## src/rtl/tdm_tx.sv

```systemverilog
// ---------------------------------------------------------------------------
// tdm_tx : TDM serial transmitter and frame master for the audio output path.
//
// PCM words are popped from a first-word-fall-through FIFO and shifted out
// MSB-first on sd_out. Each slot is WORD_LEN bclk cycles long, and a frame
// has TDM_CHANNELS slots. The PCM word sits MSB-aligned in its slot and the
// unused low bits are sent as zero. The framing mirrors the TDM receive path.
//
// Ports
//   bclk          bit clock; all logic runs on its rising edge
//   rst_n         synchronous, active-low reset
//   enable        run request (dropping it finishes the current frame first)
//   slot_mask     bit n set: slot n carries FIFO data; clear: slot sends zeros
//   pcm_data      FIFO head word, valid while fifo_empty is low
//   fifo_empty    FIFO empty flag
//   fifo_rd       combinational pop strobe, one cycle per consumed word
//   sd_out        serial data, registered
//   lrclk         frame sync, one bclk wide, registered
//   frame_start   high while bit 0 of slot 0 is on sd_out
//   slot_idx      slot currently on sd_out
//   busy          high whenever the transmitter is not idle
//   underrun      sticky flag: a data-carrying slot found the FIFO empty
//   underrun_clr  clears underrun (a new underrun in the same cycle wins)
// ---------------------------------------------------------------------------
module tdm_tx #(
   parameter int PCM_WIDTH    = 24,
   parameter int WORD_LEN     = 32,
   parameter int TDM_CHANNELS = 8,
   parameter int DATA_DELAY   = 0
) (
   input  logic                            bclk,
   input  logic                            rst_n,
   input  logic                            enable,
   input  logic [TDM_CHANNELS-1:0]         slot_mask,
   input  logic [PCM_WIDTH-1:0]            pcm_data,
   input  logic                            fifo_empty,
   output logic                            fifo_rd,
   output logic                            sd_out,
   output logic                            lrclk,
   output logic                            frame_start,
   output logic [$clog2(TDM_CHANNELS)-1:0] slot_idx,
   output logic                            busy,
   output logic                            underrun,
   input  logic                            underrun_clr
);

   localparam int SLOT_W = $clog2(TDM_CHANNELS);
   localparam int BIT_W  = (WORD_LEN > 1) ? $clog2(WORD_LEN) : 1;

   localparam logic [BIT_W-1:0]  LAST_BIT     = BIT_W'(WORD_LEN - 1);
   localparam logic [BIT_W-1:0]  PRE_LAST_BIT = BIT_W'(WORD_LEN - 2);
   localparam logic [SLOT_W-1:0] LAST_SLOT    = SLOT_W'(TDM_CHANNELS - 1);

   typedef enum logic [1:0] {
      IDLE,
      PRIME,
      RUN
   } state_t;

   state_t               state;
   logic [WORD_LEN-1:0]  shift_r;
   logic [BIT_W-1:0]     bit_cnt;

   logic [SLOT_W-1:0]    next_slot;
   logic [SLOT_W-1:0]    load_slot;
   logic                 frame_end;
   logic                 stopping;
   logic                 load_now;
   logic                 slot_on;
   logic                 take_word;
   logic                 underrun_set;
   logic [WORD_LEN-1:0]  load_word;

   // Load decision for the slot that follows the one currently on sd_out.
   // The last bit of a slot is on the line during the load cycle, so the
   // freshly loaded word's MSB appears on the very next bclk. When enable is
   // low at the final load point of a frame the load is skipped entirely:
   // no pop, no underrun, and the transmitter drops back to IDLE.
   always_comb begin
      next_slot    = (slot_idx == LAST_SLOT) ? '0 : slot_idx + 1'b1;
      frame_end    = (state == RUN) && (bit_cnt == LAST_BIT) && (slot_idx == LAST_SLOT);
      stopping     = frame_end && !enable;
      load_now     = (state == PRIME) || ((state == RUN) && (bit_cnt == LAST_BIT) && !stopping);
      load_slot    = (state == PRIME) ? '0 : next_slot;
      slot_on      = slot_mask[load_slot];
      take_word    = load_now && slot_on && !fifo_empty;
      underrun_set = load_now && slot_on && fifo_empty;
      fifo_rd      = rst_n && take_word;
      load_word    = take_word ? (WORD_LEN'(pcm_data) << (WORD_LEN - PCM_WIDTH)) : '0;
   end

   // Main sequencer. sd_out is registered: at a load edge it takes the MSB of
   // the new word directly and shift_r keeps the remaining bits, so shift_r
   // always runs one bit ahead of the line.
   // With DATA_DELAY = 1 lrclk leads frame_start by one bclk. For the first
   // frame that lead cycle is the PRIME cycle, so lrclk is raised on the
   // IDLE -> PRIME edge; in later frames it marks the last bit of the final slot.
   always_ff @(posedge bclk) begin
      if (!rst_n) begin
         state       <= IDLE;
         shift_r     <= '0;
         bit_cnt     <= '0;
         slot_idx    <= '0;
         sd_out      <= 1'b0;
         lrclk       <= 1'b0;
         frame_start <= 1'b0;
         busy        <= 1'b0;
         underrun    <= 1'b0;
      end else begin
         frame_start <= 1'b0;
         lrclk       <= 1'b0;

         if (underrun_set) begin
            underrun <= 1'b1;
         end else if (underrun_clr) begin
            underrun <= 1'b0;
         end

         case (state)
            IDLE: begin
               sd_out   <= 1'b0;
               shift_r  <= '0;
               bit_cnt  <= '0;
               slot_idx <= '0;
               if (enable) begin
                  state <= PRIME;
                  busy  <= 1'b1;
                  lrclk <= (DATA_DELAY == 1);
               end
            end

            PRIME: begin
               sd_out      <= load_word[WORD_LEN-1];
               shift_r     <= load_word << 1;
               bit_cnt     <= '0;
               slot_idx    <= '0;
               state       <= RUN;
               frame_start <= 1'b1;
               lrclk       <= (DATA_DELAY == 0);
            end

            RUN: begin
               if (bit_cnt == LAST_BIT) begin
                  if (stopping) begin
                     state    <= IDLE;
                     busy     <= 1'b0;
                     sd_out   <= 1'b0;
                     shift_r  <= '0;
                     bit_cnt  <= '0;
                     slot_idx <= '0;
                  end else begin
                     sd_out   <= load_word[WORD_LEN-1];
                     shift_r  <= load_word << 1;
                     bit_cnt  <= '0;
                     slot_idx <= next_slot;
                     if (next_slot == '0) begin
                        frame_start <= 1'b1;
                        lrclk       <= (DATA_DELAY == 0);
                     end
                  end
               end else begin
                  sd_out  <= shift_r[WORD_LEN-1];
                  shift_r <= shift_r << 1;
                  bit_cnt <= bit_cnt + 1'b1;
                  if ((DATA_DELAY == 1) && (slot_idx == LAST_SLOT) &&
                      (bit_cnt == PRE_LAST_BIT) && enable) begin
                     lrclk <= 1'b1;
                  end
               end
            end

            default: begin
               state <= IDLE;
               busy  <= 1'b0;
            end
         endcase
      end
   end

endmodule
```

## config.mk

```make
export PLATFORM = sky130hd
export DESIGN_NAME = tdm_tx
export DESIGN_NICKNAME = d
export VERILOG_FILES = /design/src/rtl/tdm_tx.sv
export SDC_FILE = /design/constraint.sdc
export NUM_CORES = 1
export LEC_CHECK = 0
export ABC_AREA = 1
export BUFFER_PORTS_ARGS = -buffer_cell sky130_fd_sc_hd__buf_2
export CAP_MARGIN = 20
export CORE_ASPECT_RATIO = 0.5
export CORE_MARGIN = 2
export CORE_UTILIZATION = 55
export DETAILED_ROUTE_END_ITERATION = 8
export GPL_TIMING_DRIVEN = 0
export PLACE_DENSITY = 0.9
export SYNTH_ARGS = -nofsm -noshare
export SYNTH_HDL_FRONTEND = slang
export SYNTH_SLANG_ARGS = --single-unit
```

## constraint.sdc

```tcl
create_clock -name bclk -period 3.8 [get_ports bclk]
set_input_delay 0.76 -clock bclk [delete_from_list [all_inputs] [get_ports bclk]]
set_output_delay 0.76 -clock bclk [all_outputs]
set_load 0.01 [all_outputs]
```

==> summary.txt, run 1 <==
Placement Rows -> 14
Hold Crit Class -> reg -> reg
count of H-tree levels built during CTS -> 2
Worst Setup SP -> slot_idx[0]$_SDFFE_PN0P_
Power Dens Cells -> 597 nW/um2
Worst Tran Pin Value -> 543 ps
Static Leak -> 0.910 nW
Post-CTS Repair Setup Buffers -> 0
start point of the worst hold path -> underrun$_SDFFE_PN0P_
IO Port Bufs -> 45
number of clock sinks seen by CTS -> 37
HPWL reported at the end of detailed placement -> 3.20 mm
maximum vdd ir drop -> 0.282 mV
sum of routed wire length over all layers -> 4.52 mm
final setup fails -> 0
min Tclk post-route -> 2840 ps
starting utilization of the core area -> 59.7%
area of all placed cells without fillers -> 2250 um2
DRC marker count from the first detailed-route iteration -> 78
standard cell core area -> 3120 um2
most frequent cells in the layout -> 48 x buf_2, 37 x dfxtp_1, 33 x a21oi_1
clk buf depth -> 2
Synth Cell Area -> 1860 um2
post-synthesis average cell area -> 8.09 um2
final worst-path cycle share -> 74.7%
run status -> finished, final reports clean
count of inserted antenna diode cells -> 0
sequential fraction of the synthesis area -> 39.8%
clock latency on the worst-skew pair -> 290 ps
cts repair resizes -> 0
total of flip-flops plus latches after synthesis -> 37
yosys synthesis warning count -> 0
Max Transition Viols Final -> 0
number of cells on the worst reg-to-reg path -> 11
share of cells above drive strength 1 -> 24.4%
class of the most critical setup path -> reg -> out
post-synthesis cell type count -> 28
total congestion overflow after global routing -> 0
total of max-cap violations -> 0
maximum number of pins on one net before global-route repair -> 12
Ports -> 46
wire length of the first global-routing pass -> 7.34 mm
DR vias -> 1897
initial antenna violation count -> 0
die boundary width -> 86.3 um
dpl cell area -> 2140 um2
vias in the first global route -> 1708
sort of element at the end of the critical path -> primary output
cell depth of the worst min-delay path -> 2
Synth Instances -> 230
Die Footprint -> 3890 um2
required time reported for the critical path endpoint -> 3040 ps
Critical Path AT -> 2080 ps
total count of hold-check failures in the final report -> 0
area growth from synthesis to layout -> 21.0%
WL/cell -> 14.0 um
nets -> 327
critical path's most frequent cell -> nand2_1
Vias per Instance -> 5.87
slowest stage delay, CP -> 360 ps
RD Place Congestion -> 0.864
Clock Skews -> 4.52 ps
# hold bufs at CTS -> 0
f_max -> 0.352 GHz
global-route usage over all layers -> 24.2%
setup repair after global routing missed its margin -> no
post-route DRC violation count -> 0
CTS clk-pin slew, worst paths -> 70 ps
sum of negative setup slack -> 0 ps
setup slack of the worst register-to-register path -> 1710 ps
worst rel slew slack -> 63.4%
clk root buf -> clkbuf_8
type of element launching the critical path -> flip-flop
number of search-and-repair iterations in the first detailed-routing pass -> 4
Syn Nets -> 275
most common cell after layout, fill and taps aside -> buf_2
Detail Route Antenna Nets -> 0
TritonCTS clock tree -> built
Fill cells -> 257
Crit-path slowest cell -> dfxtp_1
largest driver fanout on the critical path -> 6
number of buffers inserted during clock tree synthesis -> 5
startpoint of the worst register-to-register path -> slot_idx[0]$_SDFFE_PN0P_
height of the die -> 45.1 um
cells traversed along the worst timing path -> ha_1, ha_1, nor2_4, nand3_1, nand2_1, nand2_1, nand2_1, nor2_1, nor4_1, buf_2
through the flow:
stage               setup WS, ps  std cells  util (%)  power, W  hold WS, ps
global route                 801        323      72.2   0.00141          490
global placement            1330        315      68.5  0.000954          447
finish                       961        323      72.2   0.00134          472
CTS                          973        323      72.2   0.00133          467
floorplan                   1380        230         -  0.000833          445
detailed placement          1300        315      68.5  0.000978          457
Yosys cell counts:
| cell type | number | area (um2) |
|---|---|---|
| dfxtp_1 | 37 | 741 |
| a21oi_1 | 33 | 165 |
| nand4_1 | 27 | 169 |
| a32oi_1 | 23 | 201 |
| nand2_1 | 23 | 86.3 |
| inv_1 | 20 | 75.1 |
| nor2_1 | 10 | 37.5 |
| clkbuf_1 | 9 | 33.8 |
| nand3_1 | 9 | 45.0 |
| ha_1 | 8 | 100 |
| o21ai_0 | 5 | 25.0 |
| buf_2 | 3 | 15.0 |
| nand2_2 | 3 | 18.8 |
| buf_4 | 2 | 15.0 |
| buf_6 | 2 | 22.5 |
| inv_2 | 2 | 7.51 |
| nor2_4 | 2 | 22.5 |
| o21ai_1 | 2 | 10.0 |
| a211oi_1 | 1 | 7.51 |
| buf_1 | 1 | 3.75 |
| clkbuf_4 | 1 | 7.51 |
| nand3_2 | 1 | 10.0 |
| nor2_2 | 1 | 6.26 |
| nor3_1 | 1 | 5.00 |
| nor3b_1 | 1 | 7.51 |
| nor4_1 | 1 | 6.26 |
| o21a_1 | 1 | 7.51 |
| xor2_1 | 1 | 8.76 |
final timing paths:
kind                              endpoint
setup reg to reg  shift_r[15]$_SDFFE_PN0P_
hold reg to reg      underrun$_SDFFE_PN0P_
hold / removal       underrun$_SDFFE_PN0P_
setup / recovery                   fifo_rd
area by class of cell:
| cell class | instances | area (um2) | area share, % |
|---|---|---|---|
| repair buffers | 45 | 225 | 10.0 |
| flip-flops and latches | 37 | 741 | 32.9 |
| inverters | 22 | 82.6 | 3.67 |
| multi-input cells | 153 | 940 | 41.7 |
| clock buffers | 7 | 86.3 | 3.83 |
| clock inverters | 1 | 30.0 | 1.33 |
| well taps | 40 | 50.0 | 2.22 |
| plain buffers | 18 | 97.6 | 4.33 |
metal layers:
layer	global-route usage, %	share of wire (%)	vias up
met5	0	0	-
met4	11.6	0.80	0
met3	5.30	6.7	4
met2	40.3	45	70
met1	30.9	47	873
li1	-	-	950
state kept, by name, indices dropped and copies added, names as in the netlist:
name         cells
state            2
bit_cnt          5
busy             1
shift_r         23
slot_idx         3
underrun         1
frame_start      1
sd_out           1
report_power, final:
| group | switching, W | internal [W] |
|---|---|---|
| clock network | 0.000141 | 0.000214 |
| registers | 0.0000206 | 0.000416 |
| logic | 0.000398 | 0.000154 |
| total | 0.000559 | 0.000785 |
logic make-up after synthesis:
logic type,share of synthesized area [%]
simple gates,22.3
buf+inv,9.68
compound gates,22.4
fa+ha+maj,5.38
flops,39.8
xor+xnor,0.471
worst max-delay path: cells and delay by family, from the launching register on:
family	cells	cell delay, ps
fa+ha+maj	2	480
buf+inv	1	180
flops	1	360
simple gates	7	760
(Power assumes the default switching activity.)
==> run 2: changes to the inputs <==
--- a/config.mk
+++ b/config.mk
@@ -10,10 +10,10 @@
 export CAP_MARGIN = 20
 export CORE_ASPECT_RATIO = 0.5
 export CORE_MARGIN = 2
-export CORE_UTILIZATION = 55
+export CORE_UTILIZATION = 47
 export DETAILED_ROUTE_END_ITERATION = 8
 export GPL_TIMING_DRIVEN = 0
-export PLACE_DENSITY = 0.9
+export PLACE_DENSITY = 0.83
 export SYNTH_ARGS = -nofsm -noshare
 export SYNTH_HDL_FRONTEND = slang
 export SYNTH_SLANG_ARGS = --single-unit
==> constraint.sdc (replaced) <==
create_clock -name bclk -period 2.52 [get_ports bclk]
set_input_delay 0.504 -clock bclk [delete_from_list [all_inputs] [get_ports bclk]]
set_output_delay 0.504 -clock bclk [all_outputs]
set_load 0.01 [all_outputs]
==> run 2 against run 1 <==
Against the previous run:
- non-clock buffer count increased by 2
- count of clock-buffer cells in the layout is 1 lower
- utilization decreased by 12 points
- design area grew 3.4%
- largest cell class unchanged
- register-to-register slack got worse by 1200 ps
- critical endpoint unchanged
- routed wire length shrank 0.77%
- clock skew increased by 4.0 ps
- final cell count grew 4.6%
- clock power up 18%
- critical path type unchanged
- first-iteration DRC count fell by 3.8%
- largest power group unchanged
- highest routed layer unchanged
- die area rose by 16%
==> summary.txt, run 2 (synthesis results as in run 1) <==
height of the die -> 48.5 um
number of search-and-repair iterations in the first detailed-routing pass -> 4
largest registers -> shift_r: 23 flops, bit_cnt: 5 flops, slot_idx: 3 flops
final setup fails -> 0
CTS clk-pin slew, worst paths -> 70 ps
worst rel slew slack -> 60.5%
min Tclk post-route -> 2410 ps
Critical Path AT -> 1910 ps
total of max-cap violations -> 0
f_max -> 0.415 GHz
Vias per Instance -> 5.52
worst-case hold path end point -> busy$_SDFFE_PN0P_
count of H-tree levels built during CTS -> 2
flip-flop count of the largest register, all copies and words added -> 23
total chip power -> 0.00192 W
most frequent cells in the layout -> 48 x buf_2, 33 x a21oi_1, 33 x dfxtp_1
WL/cell -> 13.3 um
share of cells above drive strength 1 -> 30.3%
number of clock sinks seen by CTS -> 37
vias in the first global route -> 1809
TritonCTS clock tree -> built
RD Place Congestion -> 0.835
maximum number of pins on one net before global-route repair -> 12
clk root buf -> clkbuf_8
final worst-path cycle share -> 95.6%
startpoint of the worst register-to-register path -> state[0]$_SDFFE_PN0P_
utilization of the core after routing -> 60.6%
DR vias -> 1866
total count of hold-check failures in the final report -> 0
initial antenna violation count -> 0
sum of routed wire length over all layers -> 4.48 mm
run status -> finished, final reports clean
Worst Tran Pin Value -> 586 ps
Max Transition Viols Final -> 0
Clock Skews -> 8.56 ps
standard cell core area -> 3840 um2
most common cell after layout, fill and taps aside -> buf_2
Die Footprint -> 4510 um2
largest register by flop count -> shift_r
number of buffers inserted during clock tree synthesis -> 5
DRC marker count from the first detailed-route iteration -> 75
Ports -> 46
Power Dens Cells -> 822 nW/um2
type of element launching the critical path -> flip-flop
Fill cells -> 354
clk buf depth -> 2
Detail Route Antenna Nets -> 0
number of cells on the worst reg-to-reg path -> 8
start point of the worst hold path -> busy$_SDFFE_PN0P_
cell depth of the worst min-delay path -> 2
total congestion overflow after global routing -> 0
setup slack of the worst register-to-register path -> 510 ps
Static Leak -> 0.906 nW
sort of element at the end of the critical path -> primary output
endpoint of the worst register-to-register path -> shift_r[24]$_SDFFE_PN0P_
die boundary width -> 93.0 um
count of inserted antenna diode cells -> 0
Placement Rows -> 16
required time reported for the critical path endpoint -> 2020 ps
HPWL reported at the end of detailed placement -> 3.29 mm
setup repair after global routing missed its margin -> yes
class of the most critical setup path -> reg -> out
starting utilization of the core area -> 48.4%
global-route usage over all layers -> 21.4%
clock latency on the worst-skew pair -> 290 ps
largest driver fanout on the critical path -> 6
wire length of the first global-routing pass -> 7.76 mm
post-route DRC violation count -> 0
Hold Crit Class -> reg -> reg
nets -> 329
area growth from synthesis to layout -> 25.2%
IO Port Bufs -> 45
maximum vdd ir drop -> 0.392 mV
run 2: cell types whose count changed in the layout (fill, tap and decap cells not counted), sizes merged:
cell      before  now
clkinvlp       0    1
bufinv         1    0
clkbuf        17   16
buf           53   55
run 2: timing repair:
item / CTS / global route
pin swaps: 0 / 7
gates cloned: 0 / 0
hold buffers: 0 / 0
resized for setup: 2 / 17
setup buffers: 0 / 2
endpoints found under the setup margin: 1 / 1
run 2: report_power, final:
group	total [W]	internal, W	switching [W]
sequential	0.000658	0.000628	0.0000295
combinational	0.000837	0.000242	0.000595
clock	0.000420	0.000216	0.000204
run 2: routing by layer:
metal	global-route usage (%)	vias to the layer above	share of wire (%)
met2	35.3	56	47
met3	5.45	2	5.4
met4	6.86	0	0.27
li1	-	949	-
met1	27.6	859	47
met5	0	-	0
run 2: area by class of cell:
| cell class | instances | area (um2) | area share, % |
|---|---|---|---|
| clock inverters | 1 | 7.51 | 0.322 |
| clock buffers | 6 | 82.6 | 3.55 |
| multi-input cells | 153 | 1000 | 42.9 |
| repair buffers | 47 | 240 | 10.3 |
| flip-flops and latches | 37 | 748 | 32.1 |
| well taps | 54 | 67.6 | 2.90 |
| plain buffers | 18 | 97.6 | 4.19 |
| inverters | 22 | 85.1 | 3.65 |
run 2: metrics by stage:
| stage | worst slack [ps] | std cells | setup TNS (ps) | instance area (um2) | hold WS, ps |
|---|---|---|---|---|---|
| finish | 111 | 338 | 0 | 2330 | 458 |
| global placement | 294 | 329 | 0 | 2150 | 447 |
| CTS | 33.7 | 336 | 0 | 2250 | 457 |
| floorplan | 352 | 230 | 0 | 1860 | 445 |
| global route | -28.8 | 338 | -28.8 | 2330 | 478 |
| detailed placement | 273 | 329 | 0 | 2150 | 452 |
run 2: how the worst max path moves through the flow:
stage / from / to / cells after the start
floorplan: slot_idx[0]$_SDFFE_PN0P_ / fifo_rd / 9
global placement: slot_idx[0]$_SDFFE_PN0P_ / fifo_rd / 10
detailed placement: slot_idx[0]$_SDFFE_PN0P_ / fifo_rd / 9
CTS: slot_idx[0]$_SDFFE_PN0P_ / fifo_rd / 10
global route: bit_cnt[0]$_SDFFE_PN0P_ / fifo_rd / 10
finish: slot_idx[0]$_SDFFE_PN0P_ / fifo_rd / 10
run 2: critical path, stage by stage, from the launching register on:
cell,delay [ps]
dfxtp_4,360
ha_4,160
ha_4,170
nor2_4,190
nand3_2,100
nand3_2,60
nand2_1,50
nand2_1,70
nand2_2,90
nor4_2,200
buf_2,160
==> run 3: changes to the inputs <==
==> config.mk (replaced) <==
export PLATFORM = sky130hd
export DESIGN_NAME = tdm_tx
export DESIGN_NICKNAME = d
export VERILOG_FILES = /design/src/rtl/tdm_tx.sv
export SDC_FILE = /design/constraint.sdc
export NUM_CORES = 1
export LEC_CHECK = 0
export ABC_AREA = 0
export CAP_MARGIN = 20
export CORE_ASPECT_RATIO = 0.5
export CORE_MARGIN = 2
export CORE_UTILIZATION = 55
export DETAILED_ROUTE_END_ITERATION = 8
export DONT_BUFFER_PORTS = 1
export GPL_TIMING_DRIVEN = 0
export PLACE_DENSITY_LB_ADDON = 0.3
export SYNTH_ARGS = -nofsm -noshare
export SYNTH_HDL_FRONTEND = slang
export SYNTH_SLANG_ARGS = --single-unit
==> run 3 against run 2 <==
Against the previous run:
- total power is 37% lower
- sequential cell count stayed put
- count of clock-buffer cells in the layout stayed put
- non-clock buffer count is 40 lower
- maximum frequency is 3.6% lower
- global-route usage is 2.4 points higher
==> summary.txt, run 3 <==
cell taking the most area after synthesis -> dfxtp_1
maximum number of pins on one net before global-route repair -> 17
most common cell after layout, fill and taps aside -> dfxtp_1
DR vias -> 1823
clock latency on the worst-skew pair -> 290 ps
starting utilization of the core area -> 58.4%
Die Footprint -> 4260 um2
required time reported for the critical path endpoint -> 2020 ps
largest driver fanout on the critical path -> 7
initial antenna violation count -> 0
flip-flop count of the largest register, all copies and words added -> 23
Hold Crit Class -> in -> reg
CTS clk-pin slew, worst paths -> 70 ps
min Tclk post-route -> 2500 ps
proportion of netlist area held by the largest area contributor -> 36.1%
post-synthesis cell type count -> 40
Placement Rows -> 15
type of element launching the critical path -> flip-flop
Ports -> 46
final setup fails -> 0
sort of element at the end of the critical path -> primary output
post-place setup slack -> -317 ps
clk root buf -> clkbuf_8
most numerous cell in the Yosys netlist -> dfxtp_1
area growth from synthesis to layout -> 12.5%
worst-case setup margin in the final layout -> 22.1 ps
DRC marker count from the first detailed-route iteration -> 62
global-route usage over all layers -> 23.8%
largest registers -> shift_r: 23 flops, bit_cnt: 5 flops, slot_idx: 3 flops
final worst-path cycle share -> 99.1%
count of H-tree levels built during CTS -> 2
total congestion overflow after global routing -> 0
wire length of the first global-routing pass -> 7.80 mm
WL/cell -> 16.6 um
Syn Nets -> 277
count of inserted antenna diode cells -> 0
Max Transition Viols Final -> 0
die boundary width -> 90.3 um
total count of hold-check failures in the final report -> 0
class of the most critical setup path -> reg -> out
sequential fraction of the synthesis area -> 36.1%
RD Place Congestion -> 0.788
post-route DRC violation count -> 0
Synth Instances -> 232
TritonCTS clock tree -> built
number of buffers inserted during clock tree synthesis -> 5
sum of negative setup slack -> 0 ps
Post-synth top cells -> 37 x dfxtp_1, 27 x nor3_1, 26 x o21a_1
cell types occupying the most area after synthesis -> dfxtp_1 36%, a22o_1 10%, o21a_1 9.5%
Synth Cell Area -> 2050 um2
largest register by flop count -> shift_r
clk buf depth -> 2
IO Port Bufs -> 0
share of cells above drive strength 1 -> 14.9%
most frequent cells in the layout -> 32 x dfxtp_1, 26 x o21a_1, 26 x nor3_1
height of the die -> 47.2 um
Detail Route Antenna Nets -> 0
total of max-cap violations -> 0
vias in the first global route -> 1669
f_max -> 0.400 GHz
# hold bufs at CTS -> 0
Vias per Instance -> 6.22
share of async-settable or async-resettable flops after synthesis -> 0%
yosys synthesis warning count -> 0
utilization of the core after routing -> 65.7%
standard cell core area -> 3510 um2
maximum vdd ir drop -> 0.242 mV
start point of the worst hold path -> underrun_clr
Static Leak -> 0.840 nW
number of clock sinks seen by CTS -> 37
Worst Setup SP -> slot_idx[0]$_SDFFE_PN0P_
total chip power -> 0.00121 W
Critical Path AT -> 1990 ps
nets -> 286
startpoint of the worst register-to-register path -> slot_idx[0]$_SDFFE_PN0P_
total of flip-flops plus latches after synthesis -> 37
worst rel slew slack -> 69.3%
HPWL reported at the end of detailed placement -> 3.32 mm
number of search-and-repair iterations in the first detailed-routing pass -> 4
run status -> finished, final reports clean
Clock Skews -> 3.18 ps
sum of routed wire length over all layers -> 4.87 mm
final cell count without fillers -> 293
most frequently used flop master after synthesis -> dfxtp_1
Worst Tran Pin Value -> 461 ps
post-synthesis average cell area -> 8.83 um2
Power Dens Cells -> 525 nW/um2
# placed instances -> 283
number of flops mapped to enable cells by yosys -> 0
run 3: changes by cell type after synthesis, sizes merged, moves of 15 or more:
cell / before / now
a32oi: 23 / 0
nor3: 1 / 27
a21oi: 33 / 5
o21a: 1 / 26
a22o: 0 / 24
nand4: 27 / 1
inv: 22 / 7
nand2: 26 / 5
run 3: logic make-up (layout without fill, tap and decap cells):
family	count (synthesis)	after routing	share of synthesized area, %
buffers and inverters	30	40	7.75
flip-flops	37	37	36.1
AO/OA/AOI/OAI	68	68	26.9
XOR/XNOR	3	3	1.28
AND/OR/NAND/NOR	83	83	21.4
multiplexers	3	3	1.71
adder cells (fa/ha/maj)	8	8	4.88
run 3: area by class of cell:
type / instances / area, um2
Fill cell: 308 / 1200
Sequential cell: 37 / 749
Buffer: 20 / 124
Multi-Input combinational cell: 165 / 1220
Clock inverter: 2 / 10.0
Clock buffer: 6 / 72.6
Inverter: 7 / 26.3
Tap cell: 51 / 63.8
Timing Repair Buffer: 5 / 37.5
run 3: worst paths after layout:
path	to	slack, ps	cells after the start
max	fifo_rd	20	7
min	underrun$_SDFFE_PN0P_	450	2
max reg2reg	shift_r[15]$_SDFFE_PN0P_	130	10
min reg2reg	shift_r[9]$_SDFFE_PN0P_	520	1
run 3: power breakdown:
group | internal (W) | switching [W] | leakage, nW
Sequential | 0.000594 | 0.0000112 | 0.301
Clock | 0.000192 | 0.000215 | 0.0450
Combinational | 0.0000788 | 0.000120 | 0.493
Total | 0.000865 | 0.000346 | 0.840
run 3: what timing repair did:
item,4_1_cts,5_1_grt
pin swaps,0,4
setup endpoints to repair,1,17
gates resized for setup,11,13
buffers inserted,2,3
run 3: through the flow:
step	instance area, um2	hold WS, ps
2_1_floorplan	2050	458
3_3_place_gp	2110	486
3_5_place_dp	2110	487
4_1_cts	2240	453
5_1_grt	2310	466
6_report	2310	450
run 3: per-layer routing:
| metal | track usage [%] | up-vias | part of all wire (%) |
|---|---|---|---|
| li1 | - | 867 | - |
| met1 | 27.9 | 888 | 45 |
| met2 | 41.5 | 60 | 46 |
| met3 | 8.51 | 8 | 7.7 |
| met4 | 10.8 | 0 | 1.2 |
| met5 | 0 | - | 0 |
run 3: critical path, stage by stage (launching register included):
cell and delay [ps]:
dfxtp_4 370, ha_4 170, ha_4 170, or4_4 490
a21oi_2 160, o21a_1 180, buf_6 120, nor3_4 40
